--- src/rtl/pixel_frame_loader.sv ---
// Serial-to-parallel loader for the 3x3 binary-pixel mean stage: assembles
// nine pixels, publishes them on X_0..X_8 and holds them until acknowledged.
module pixel_frame_loader #(
  parameter int N_PIX = 9,
  parameter int CNT_W = 8
) (
  input  logic             clk,
  input  logic             rst,
  input  logic             pix_in,
  input  logic             pix_valid,
  input  logic             pix_sof,
  output logic             pix_ready,
  output logic             X_0,
  output logic             X_1,
  output logic             X_2,
  output logic             X_3,
  output logic             X_4,
  output logic             X_5,
  output logic             X_6,
  output logic             X_7,
  output logic             X_8,
  output logic             frame_valid,
  input  logic             frame_ack,
  output logic             frame_err,
  output logic [CNT_W-1:0] frame_count
);

  localparam int IDX_W = $clog2(N_PIX);
  localparam logic [IDX_W-1:0] LAST_IDX = IDX_W'(N_PIX - 1);

  localparam logic [1:0] ST_IDLE = 2'd0;
  localparam logic [1:0] ST_LOAD = 2'd1;
  localparam logic [1:0] ST_HOLD = 2'd2;

  logic [1:0]       state_reg;
  logic [IDX_W-1:0] idx_reg;
  logic [N_PIX-1:0] staging_reg;
  logic [N_PIX-1:0] x_reg;
  logic             frame_valid_reg;
  logic             frame_err_reg;
  logic [CNT_W-1:0] frame_count_reg;
  logic             ready_reg;
  logic             transfer;

  // ready is a register so it can stay low while rst is held and rise one
  // clock after release, independent of any input.
  assign transfer = pix_valid & ready_reg;

  always_ff @(posedge clk or posedge rst) begin
    if (rst) begin
      state_reg       <= ST_IDLE;
      idx_reg         <= '0;
      staging_reg     <= '0;
      x_reg           <= '0;
      frame_valid_reg <= 1'b0;
      frame_err_reg   <= 1'b0;
      frame_count_reg <= '0;
      ready_reg       <= 1'b0;
    end else begin
      frame_err_reg <= 1'b0;
      case (state_reg)
        ST_IDLE: begin
          ready_reg <= 1'b1;
          if (transfer) begin
            if (pix_sof) begin
              staging_reg[0] <= pix_in;
              idx_reg        <= IDX_W'(1);
              state_reg      <= ST_LOAD;
            end else begin
              frame_err_reg <= 1'b1;
            end
          end
        end
        ST_LOAD: begin
          if (transfer) begin
            if (pix_sof) begin
              // restart: the new sof pixel becomes pixel 0 of a fresh frame
              frame_err_reg  <= 1'b1;
              staging_reg[0] <= pix_in;
              idx_reg        <= IDX_W'(1);
            end else if (idx_reg == LAST_IDX) begin
              x_reg           <= {pix_in, staging_reg[N_PIX-2:0]};
              frame_valid_reg <= 1'b1;
              ready_reg       <= 1'b0;
              idx_reg         <= '0;
              state_reg       <= ST_HOLD;
            end else begin
              staging_reg[idx_reg] <= pix_in;
              idx_reg              <= idx_reg + IDX_W'(1);
            end
          end
        end
        ST_HOLD: begin
          if (frame_ack) begin
            frame_valid_reg <= 1'b0;
            frame_count_reg <= frame_count_reg + CNT_W'(1);
            ready_reg       <= 1'b1;
            state_reg       <= ST_IDLE;
          end
        end
        default: begin
          state_reg <= ST_IDLE;
        end
      endcase
    end
  end

  assign pix_ready   = ready_reg;
  assign frame_valid = frame_valid_reg;
  assign frame_err   = frame_err_reg;
  assign frame_count = frame_count_reg;
  assign X_0 = x_reg[0];
  assign X_1 = x_reg[1];
  assign X_2 = x_reg[2];
  assign X_3 = x_reg[3];
  assign X_4 = x_reg[4];
  assign X_5 = x_reg[5];
  assign X_6 = x_reg[6];
  assign X_7 = x_reg[7];
  assign X_8 = x_reg[8];

endmodule

--- config.mk ---
export PLATFORM = sky130hd
export DESIGN_NAME = pixel_frame_loader
export DESIGN_NICKNAME = d
export VERILOG_FILES = /design/src/rtl/pixel_frame_loader.sv
export SDC_FILE = /design/constraint.sdc
export NUM_CORES = 1
export LEC_CHECK = 0
export ABC_AREA = 0
export ABC_CLOCK_PERIOD_IN_PS = 2130
export BUFFER_PORTS_ARGS = -buffer_cell sky130_fd_sc_hd__buf_2
export CAP_MARGIN = 10
export CORE_MARGIN = 1
export CORE_UTILIZATION = 55
export DETAILED_ROUTE_END_ITERATION = 7
export GPL_TIMING_DRIVEN = 0
export MAX_ROUTING_LAYER = met4
export PLACE_DENSITY_LB_ADDON = 0.08
export SETUP_SLACK_MARGIN = 0.15
export SLEW_MARGIN = 5
export SYNTH_ARGS = -nofsm -noshare
export SYNTH_HDL_FRONTEND = slang
export SYNTH_SLANG_ARGS = --single-unit
--- constraint.sdc ---
create_clock -name clk -period 2.13 [get_ports clk]
set_input_delay 0.213 -clock clk [delete_from_list [all_inputs] [get_ports clk]]
set_output_delay 0.213 -clock clk [all_outputs]
set_load 0.01 [all_outputs]
==> results of run 1 <==
-- cells by family after synthesis --
| group | after synthesis | share of synthesized area (%) |
|---|---|---|
| adder cells (fa/ha/maj) | 7 | 5.31 |
| buffers and inverters | 9 | 2.13 |
| XOR/XNOR | 7 | 3.72 |
| multiplexers | 16 | 10.9 |
| AND/OR/NAND/NOR | 49 | 19.1 |
| flip-flops | 34 | 51.6 |
| AO/OA/AOI/OAI | 17 | 7.21 |
-- routing by layer --
layer / vias to the layer above / GRT usage, % / wire length [um]
met5: - / - / 0
met4: 0 / 9.41 / 31
li1: 567 / - / -
met2: 33 / 36.7 / 1560
met3: 2 / 6.91 / 164
met1: 587 / 26.6 / 1280
-- power groups by stage --
stage          Clock (uW)  Combinational, uW  Sequential, uW
2_1_floorplan           0                403             938
3_3_place_gp            0                558             924
3_5_place_dp            0                579             938
4_1_cts               394                582             927
5_1_grt               423                651             947
6_report              376                579             925
-- cells in the mapped netlist (2+ instances only) --
library cell / count / area (um2)
sky130_fd_sc_hd__nor4_4: 2 / 42.5
sky130_fd_sc_hd__nor2_1: 6 / 22.5
sky130_fd_sc_hd__nor3_1: 3 / 15.0
sky130_fd_sc_hd__and3_1: 2 / 12.5
sky130_fd_sc_hd__nor3b_1: 2 / 15.0
sky130_fd_sc_hd__nor2b_1: 2 / 12.5
sky130_fd_sc_hd__dfrtp_1: 34 / 851
sky130_fd_sc_hd__xnor2_1: 7 / 61.3
sky130_fd_sc_hd__a21oi_1: 2 / 10.0
sky130_fd_sc_hd__inv_1: 6 / 22.5
sky130_fd_sc_hd__ha_1: 7 / 87.6
sky130_fd_sc_hd__nand2_1: 17 / 63.8
sky130_fd_sc_hd__nand3_1: 2 / 10.0
sky130_fd_sc_hd__o21ai_0: 6 / 30.0
sky130_fd_sc_hd__nand4_1: 5 / 31.3
sky130_fd_sc_hd__clkbuf_1: 2 / 7.51
sky130_fd_sc_hd__mux2_2: 16 / 180
-- critical path, delay by kind of cell, from the launching register on --
family	cells	cell delay, ns
AOI/OAI and AO/OA	3	0.53
DFF	1	0.44
and+or+nand+nor	1	0.39
adders and majority gates	1	0.26
buffers and inverters	1	0.13
-- final cells by class --
cell class	count	area, um2
Fill cell	236	872
Sequential cell	34	851
Multi-Input combinational cell	96	762
Timing Repair Buffer	28	183
Clock buffer	6	51.3
Tap cell	31	38.8
Inverter	6	22.5
Clock inverter	2	12.5
Buffer	3	12.5
-- metrics by stage --
stage / util [%] / hold slack, ns / std cells / worst slack (ns) / area, um2
floorplan: - / 0.355 / 139 / 0.433 / 1650
global placement: 64.6 / 0.455 / 195 / 0.197 / 1810
detailed placement: 65.6 / 0.284 / 196 / 0.153 / 1840
CTS: 68.2 / 0.162 / 205 / 0.204 / 1910
global route: 68.9 / 0.213 / 206 / 0.151 / 1930
finish: 68.9 / 0.179 / 206 / 0.273 / 1930
-- worst max-delay path by stage --
stage | start | to | slack (ns) | cells past startpoint
3_3_place_gp | idx_reg[0]$_DFFE_PP0P_ | x_reg[2]$_DFFE_PP0P_ | 0.20 | 5
3_5_place_dp | idx_reg[0]$_DFFE_PP0P_ | x_reg[1]$_DFFE_PP0P_ | 0.15 | 5
5_1_grt | idx_reg[0]$_DFFE_PP0P_ | staging_reg[0]$_DFFE_PP0P_ | 0.15 | 6
6_report | idx_reg[0]$_DFFE_PP0P_ | staging_reg[0]$_DFFE_PP0P_ | 0.27 | 6
2_1_floorplan | idx_reg[0]$_DFFE_PP0P_ | staging_reg[0]$_DFFE_PP0P_ | 0.43 | 6
4_1_cts | idx_reg[0]$_DFFE_PP0P_ | x_reg[1]$_DFFE_PP0P_ | 0.20 | 5
-- what timing repair did --
item	4_1_cts	5_1_grt
endpoints found under the hold margin	11	0
hold buffers	1	0
setup buffers	0	1
pin swaps	1	1
endpoints found under the setup margin	2	9
==> results.md, run 1 <==
Die:
- The die height is approximately 57 um.
- The overall die width is 56.7 um.
- The placeable core area is around 2800 um2.
- The die outline area is 3220 um2.
- The number of ports placed on the die boundary is 26.
- Once the floorplan was initialized, standard cells occupied 58.7% of the core.
- In this run the core area contains 19 standard-cell rows.

Global route:
- The via count of the first global-routing pass is 1,151.
- The initial antenna violation count is 0.
- Global routing used between 20% and 30% of the available tracks across all layers.
- Global routing finished with a remaining overflow of 0.
- The pin count of the biggest net entering global routing is 24.
- The first global-routing pass estimated roughly 5.3 mm of wire.

Critical path:
- The arrival time at the worst endpoint is about 2.1 ns.
- The worst reg-to-reg setup slack is around 0.27 ns.
- The critical path goes through inv_1 -> ha_1 -> or3b_1 -> a22oi_1 -> a21boi_0 -> a41o_1.
- On the critical path, the stage with the largest delay is an instance of sky130_fd_sc_hd__dfrtp_1.
- The worst setup path is launched from a flip-flop.
- For the worst flop-to-flop path, the logic depth is 6.
- For the worst setup path, the data required time is 2.36 ns.
- The kind of end point of the critical path is a flip-flop.
- In this run the critical register-to-register path is captured at staging_reg[0]$_DFFE_PP0P_.
- The maximum fanout along the worst path is 5.
- The largest stage delay on the critical path is between 0.4 and 0.5 ns.
- The class of the most critical setup path is flip-flop to flip-flop.
- The start of the worst register-to-register path is idx_reg[0]$_DFFE_PP0P_.

Worst hold path:
- The worst hold path begins at pix_valid.
- The endpoint of the worst hold path is pix_ready$_DFFE_PP0P_.
- The tightest min-delay check is of the primary input to flip-flop type.
- The worst hold path passes through 4 cells.

Routing:
- In the final routed layout, each cell accounts on average for approximately 15 um.
- The number of iterations in the first detailed-routing pass is 6.
- The initial detailed-routing violation count is 49.
- The routed wire length is a little over 3 mm.
- In this run the remaining antenna-violating nets after routing total 0.
- The routed via count is 1,189.
- After detailed routing, the number of vias per cell comes to slightly below 6.
- The DRC violation count after routing is 6.

Timing:
- Across the routed clock network, the largest skew measured is approximately 0.010 ns.
- Setup violations remaining at the end of the flow were counted as 0.
- The fmax is between 500 and 600 MHz.
- The transition time at the pin with the least slew margin is 0.709 ns.
- The number of failing hold endpoints at the final stage is 0.
- Setup total negative slack on the finished layout was measured at 0 ns.
- The number of pins exceeding their max-slew limit in the final report was 0.
- Setup repair after global routing left no endpoint under its margin.
- The worst slew margin relative to its limit is between 50 and 60%.
- Of the available clock period, the critical path in the final layout requires between 80% and 90%.
- The minimum clock period after layout is 1.86 ns.

Pwr:
- For this design the ratio of total power to cell area is a little under 1000 nW/um2.
- Of the total power, the share spent switching nets is between 30% and 40%.
- The leakage dissipation is between 0.0009 and 0.001 uW.
- The power consumption is between 1500 and 2000 uW.
- The proportion of power drawn by flip-flops and latches is roughly 49%.
- The peak supply drop is approximately 0.66 mV.
- The relative contribution of the clock network to total power is about a fifth.
- Combinational logic is responsible for a little under a third of the overall power.
- The internal power component is around 1200 uW.
- The analysis attributes to net switching a power of 643 uW.

Synth:
- The number of library cell types mapped by synthesis is 35.
- Among all flip-flop cells after synthesis, the most frequent one is sky130_fd_sc_hd__dfrtp_1.
- The number of flops mapped to enable cells by yosys is 0.
- Counting every instance in the synthesized netlist gives roughly 140.
- After synthesis the cells add up to between 1500 and 2000 um2.
- For this run, the number of Yosys warnings is 0.
- The net count after synthesis is around 150.
- The sequential fraction of the synthesis area is around 52%.
- After synthesis, the share of flip-flops with an asynchronous set or reset is 100%.
- The synthesis-stage register bit count is 34.
- Dividing the synthesized area by the synthesized cell count gives 11.9 um2.

Clock tree:
- The clock passes through at most 2 buffers.
- The post-CTS resize count is 0.
- The clock buffer count from CTS is 5.
- For the worst-skew pair, the clock arrives at the later sink with an insertion delay of 0.34 ns.
- For this design, the sink count on the clock tree is 34.
- The H-tree generated during clock tree synthesis spans 2 levels.
- The clock-pin slew on the worst setup and hold paths is approximately 0.10 ns.
- The root buffer cell chosen for the clock tree is sky130_fd_sc_hd__clkbuf_4.
- TritonCTS built the clock tree.

Status:
- The run finished, with violations left.
- The checks that failed: design-rule violations.

Final layout:
- The relative area change from synthesis to final layout is 17.3%.
- The register with the most flip-flops in the layout has 9 of them.
- The net count of the finished layout is 187.
- The repair_antennas step left the layout with diodes totalling 0.
- The fraction of final layout cells with drive strength greater than 1 is about a third.
- Leaving out fill and tap cells, the most frequent cells in the layout are sky130_fd_sc_hd__dfrtp_1 (34), sky130_fd_sc_hd__buf_2 (26), sky130_fd_sc_hd__nand2_1 (17).
- Leaving out fill and tap cells, the most frequent cell in the layout is sky130_fd_sc_hd__dfrtp_1.

Job:
- The total of max-cap violations is 0.

Placement:
- Buffers placed on the I/O ports in this run total 25.
- The placer's final routability congestion estimate is roughly 0.79.
- The HPWL after detailed placement is between 2 and 2.5 mm.
Note: power is estimated with default switching activity, not from simulation.
==> inputs of run 2 (changes only) <==
- ABC_CLOCK_PERIOD_IN_PS: 2130 -> 2400
- CORE_MARGIN: 1 -> 8
- CORE_UTILIZATION: 55 -> 59
- clock period: 2.13 -> 2.4 ns (I/O delays scaled with it)
==> results.md, run 2 (synthesized netlist as in run 1, its figures left out) <==
Status:
- The flow ran to the end, and the final reports show no timing, DRC or antenna violations.

Die:
- The placeable core area came to 2710 um2 (-3.4%).
- The overall die width came to 68.9 um (+21%).
- The standard-cell row count is 19 (unchanged).
- The die height was 68.9 um (+21%).
- The number of ports placed on the die boundary was 26 (unchanged).
- The starting density of the core came to 60.8% (+2.1 points).
- The die outline area is 4740 um2 (+47%).

Clock tree:
- The TritonCTS clock tree is yes.
- The number of buffers inserted for hold repair after clock tree synthesis is 1 (unchanged).
- The post-CTS setup buffer count is 0 (unchanged).
- The maximum root-to-sink buffer count is 2 (unchanged).
- The H-tree level count came to 2 (unchanged).
- The tree is rooted in a sky130_fd_sc_hd__clkbuf_4.
- The number of clock sinks was 34 (unchanged).
- The clock-pin slew on the worst setup and hold paths was 0.11 ns (about the same).
- The clock buffer count from CTS was 5 (unchanged).
- The post-CTS resize count is 0 (unchanged).
- The later-pin clock latency in the skew report is 0.34 ns (about the same).

Final layout:
- The relative area change from synthesis to final layout is 18.7%.
- In the layout the commonest cells are sky130_fd_sc_hd__dfrtp_1 (34), sky130_fd_sc_hd__buf_2 (26), sky130_fd_sc_hd__nand2_1 (17).
- The number of flip-flops under the largest register name was 9 (unchanged).
- The most common library cell in the layout ignoring fill and taps is sky130_fd_sc_hd__dfrtp_1.
- The number of diodes is 0 (unchanged).
- The post-layout net count is 186 (-0.53%).
- The fraction of final layout cells with drive strength greater than 1 is 33.9% (-0.38 points).

Routing:
- The routed via count was 1,160 (-2.4%).
- The remaining antenna violation count is 0 (unchanged).
- The number of iterations in the first detailed-routing pass is 4 (-2).
- The routed wire length was 3.10 mm (+1.9%).
- The DRC violation count after routing is 0 (-6).
- The average detailed-routed wire length per instance is 15.1 um (+2.4%).
- The via density per instance is 5.66 (-2.0%).
- The initial detailed-routing violation count is 48 (-2.0%).

Global route:
- The pin count of the biggest net entering global routing came to 21 (-13%).
- The initial antenna violation count is 0 (unchanged).
- The via count of the first global-routing pass came to 1,163 (+1.0%).
- The fraction of met1 tracks used by global routing is 16.0% (-11 points).
- The global router's overall resource usage was 15.0% (-7.8 points).
- The global-route wire length before repair came to 5.20 mm (-1.0%).
- The met3 usage in global routing was 5.33% (-1.6 points).
- The met2 layer usage reported by global route is 24.5% (-12 points).
- The layer flagged by global routing as most heavily used is met2.
- The total grt overflow is 0 (unchanged).

Job:
- The total of max-cap violations is 0 (unchanged).

Pwr:
- The combinational fraction of design power is 27.7% (-3.1 points).
- The power density over the cells is 951 nW/um2 (-2.3%).
- The proportion of power drawn by flip-flops and latches was 44.0% (-5.2 points).
- The internal power component is 1280 uW (+3.5%).
- The relative contribution of the clock network to total power came to 28.3% (+8.3 points).
- The switching power summed over all nets is 578 uW (-10%).
- The net switching fraction of the power came to 31.1% (-3.1 points).
- The peak supply drop is 0.899 mV (+37%).
- The leakage dissipation is 0.00100 uW (+1.3%).

Timing:
- The number of pins exceeding their max-slew limit in the final report is 0 (unchanged).
- The worst slew margin relative to its limit is 54.9% (+2.6 points).
- Setup repair after global routing left no endpoint under its margin.
- The fmax is 515 MHz (-4.3%).
- The transition time at the pin with the least slew margin is 0.671 ns (-0.0380 ns).
- The share of the clock period used by the worst path is 80.9% (-6.3 points).
- The worst clock skew is 0.0108 ns (+0.000607 ns).
- The number of failing setup endpoints in the final timing report came to 0 (unchanged).
- The worst hold margin is 0.199 ns (+0.0203 ns).
- The minimum clock period after layout is 1.94 ns (+0.0838 ns).
- The setup slack of the critical path after layout is 0.459 ns (+0.186 ns).
- The final total negative setup slack is 0 ns (unchanged).
- The number of failing hold endpoints at the final stage is 0 (unchanged).

Critical path:
- The maximum fanout along the worst path came to 9 (+4).
- The kind of end point of the critical path is a flip-flop.
- The class of the most critical setup path is flip-flop to flip-flop.
- The arrival time at the worst endpoint was 2.17 ns (+0.08 ns).
- The required time at the endpoint of the critical path is 2.63 ns (+0.27 ns).
- The startpoint type of the worst setup path is a flip-flop.

Worst hold path:
- The worst min-delay path class is primary input to flip-flop.

Placement:
- The placer's final routability congestion estimate is 0.792 (+0.11%).
- The HPWL after detailed placement was 2.32 mm (+8.1%).
- The worst slack after detailed placement is 0.413 ns (+0.260 ns).
- The number of I/O port buffers is 25 (unchanged).
-- run 2: cell types whose count changed in the layout (fill, tap and decap cells not counted) --
cell / change
sky130_fd_sc_hd__clkinv_2: -1
sky130_fd_sc_hd__clkbuf_8: -1
sky130_fd_sc_hd__buf_12: -1
sky130_fd_sc_hd__bufinv_16: +2
sky130_fd_sc_hd__clkinv_4: +1
sky130_fd_sc_hd__clkinvlp_4: -1
-- run 2: routing by layer --
metal,part of all wire (%),routed length [um]
met1,42,1310
met2,51,1570
met3,5.2,161
met4,1.6,49
met5,0,0
-- run 2: stage by stage --
stage / area (um2) / utilization, % / total power (uW) / instances
floorplan: 1650 / - / 1190 / 139
global placement: 1810 / 66.9 / 1320 / 195
detailed placement: 1840 / 67.9 / 1350 / 196
CTS: 1960 / 72.2 / 1880 / 205
global route: 1960 / 72.2 / 1970 / 205
finish: 1960 / 72.2 / 1860 / 205
-- run 2: layout make-up --
| class | instances | area [um2] |
|---|---|---|
| flip-flops and latches | 34 | 851 |
| multi-input cells | 96 | 762 |
| fillers | 206 | 754 |
| repair buffers | 27 | 163 |
| clock inverters | 3 | 68.8 |
| well taps | 31 | 38.8 |
| clock buffers | 5 | 37.5 |
| inverters | 6 | 22.5 |
| plain buffers | 3 | 12.5 |
-- run 2: critical path: stages (launching register included) --
cell,delay [ns]
sky130_fd_sc_hd__dfrtp_1,0.45
sky130_fd_sc_hd__inv_1,0.13
sky130_fd_sc_hd__ha_1,0.26
sky130_fd_sc_hd__nand3b_4,0.14
sky130_fd_sc_hd__nor3_4,0.47
sky130_fd_sc_hd__mux2_2,0.39
-- run 2: worst paths after layout --
check                                      startpoint                         end  slack [ns]  depth (start not counted)
hold / removal                              pix_valid       pix_ready$_DFFE_PP0P_        0.20                          4
min in group asynchronous                         rst      idx_reg[2]$_DFFE_PP0P_        0.51                          3
max in group asynchronous                         rst        x_reg[0]$_DFFE_PP0P_        1.37                          4
setup reg to reg               idx_reg[0]$_DFFE_PP0P_        x_reg[6]$_DFFE_PP0P_        0.46                          5
hold reg to reg            frame_count[7]$_DFFE_PP0P_  frame_count[7]$_DFFE_PP0P_        0.48                          1
setup / recovery               idx_reg[0]$_DFFE_PP0P_        x_reg[6]$_DFFE_PP0P_        0.46                          5
-- run 2: power by group through the flow --
stage / logic, uW / clock network [uW] / registers [uW]
6_report: 514 / 526 / 819
5_1_grt: 572 / 559 / 837
4_1_cts: 524 / 540 / 820
3_5_place_dp: 519 / 0 / 833
3_3_place_gp: 498 / 0 / 818
2_1_floorplan: 358 / 0 / 833
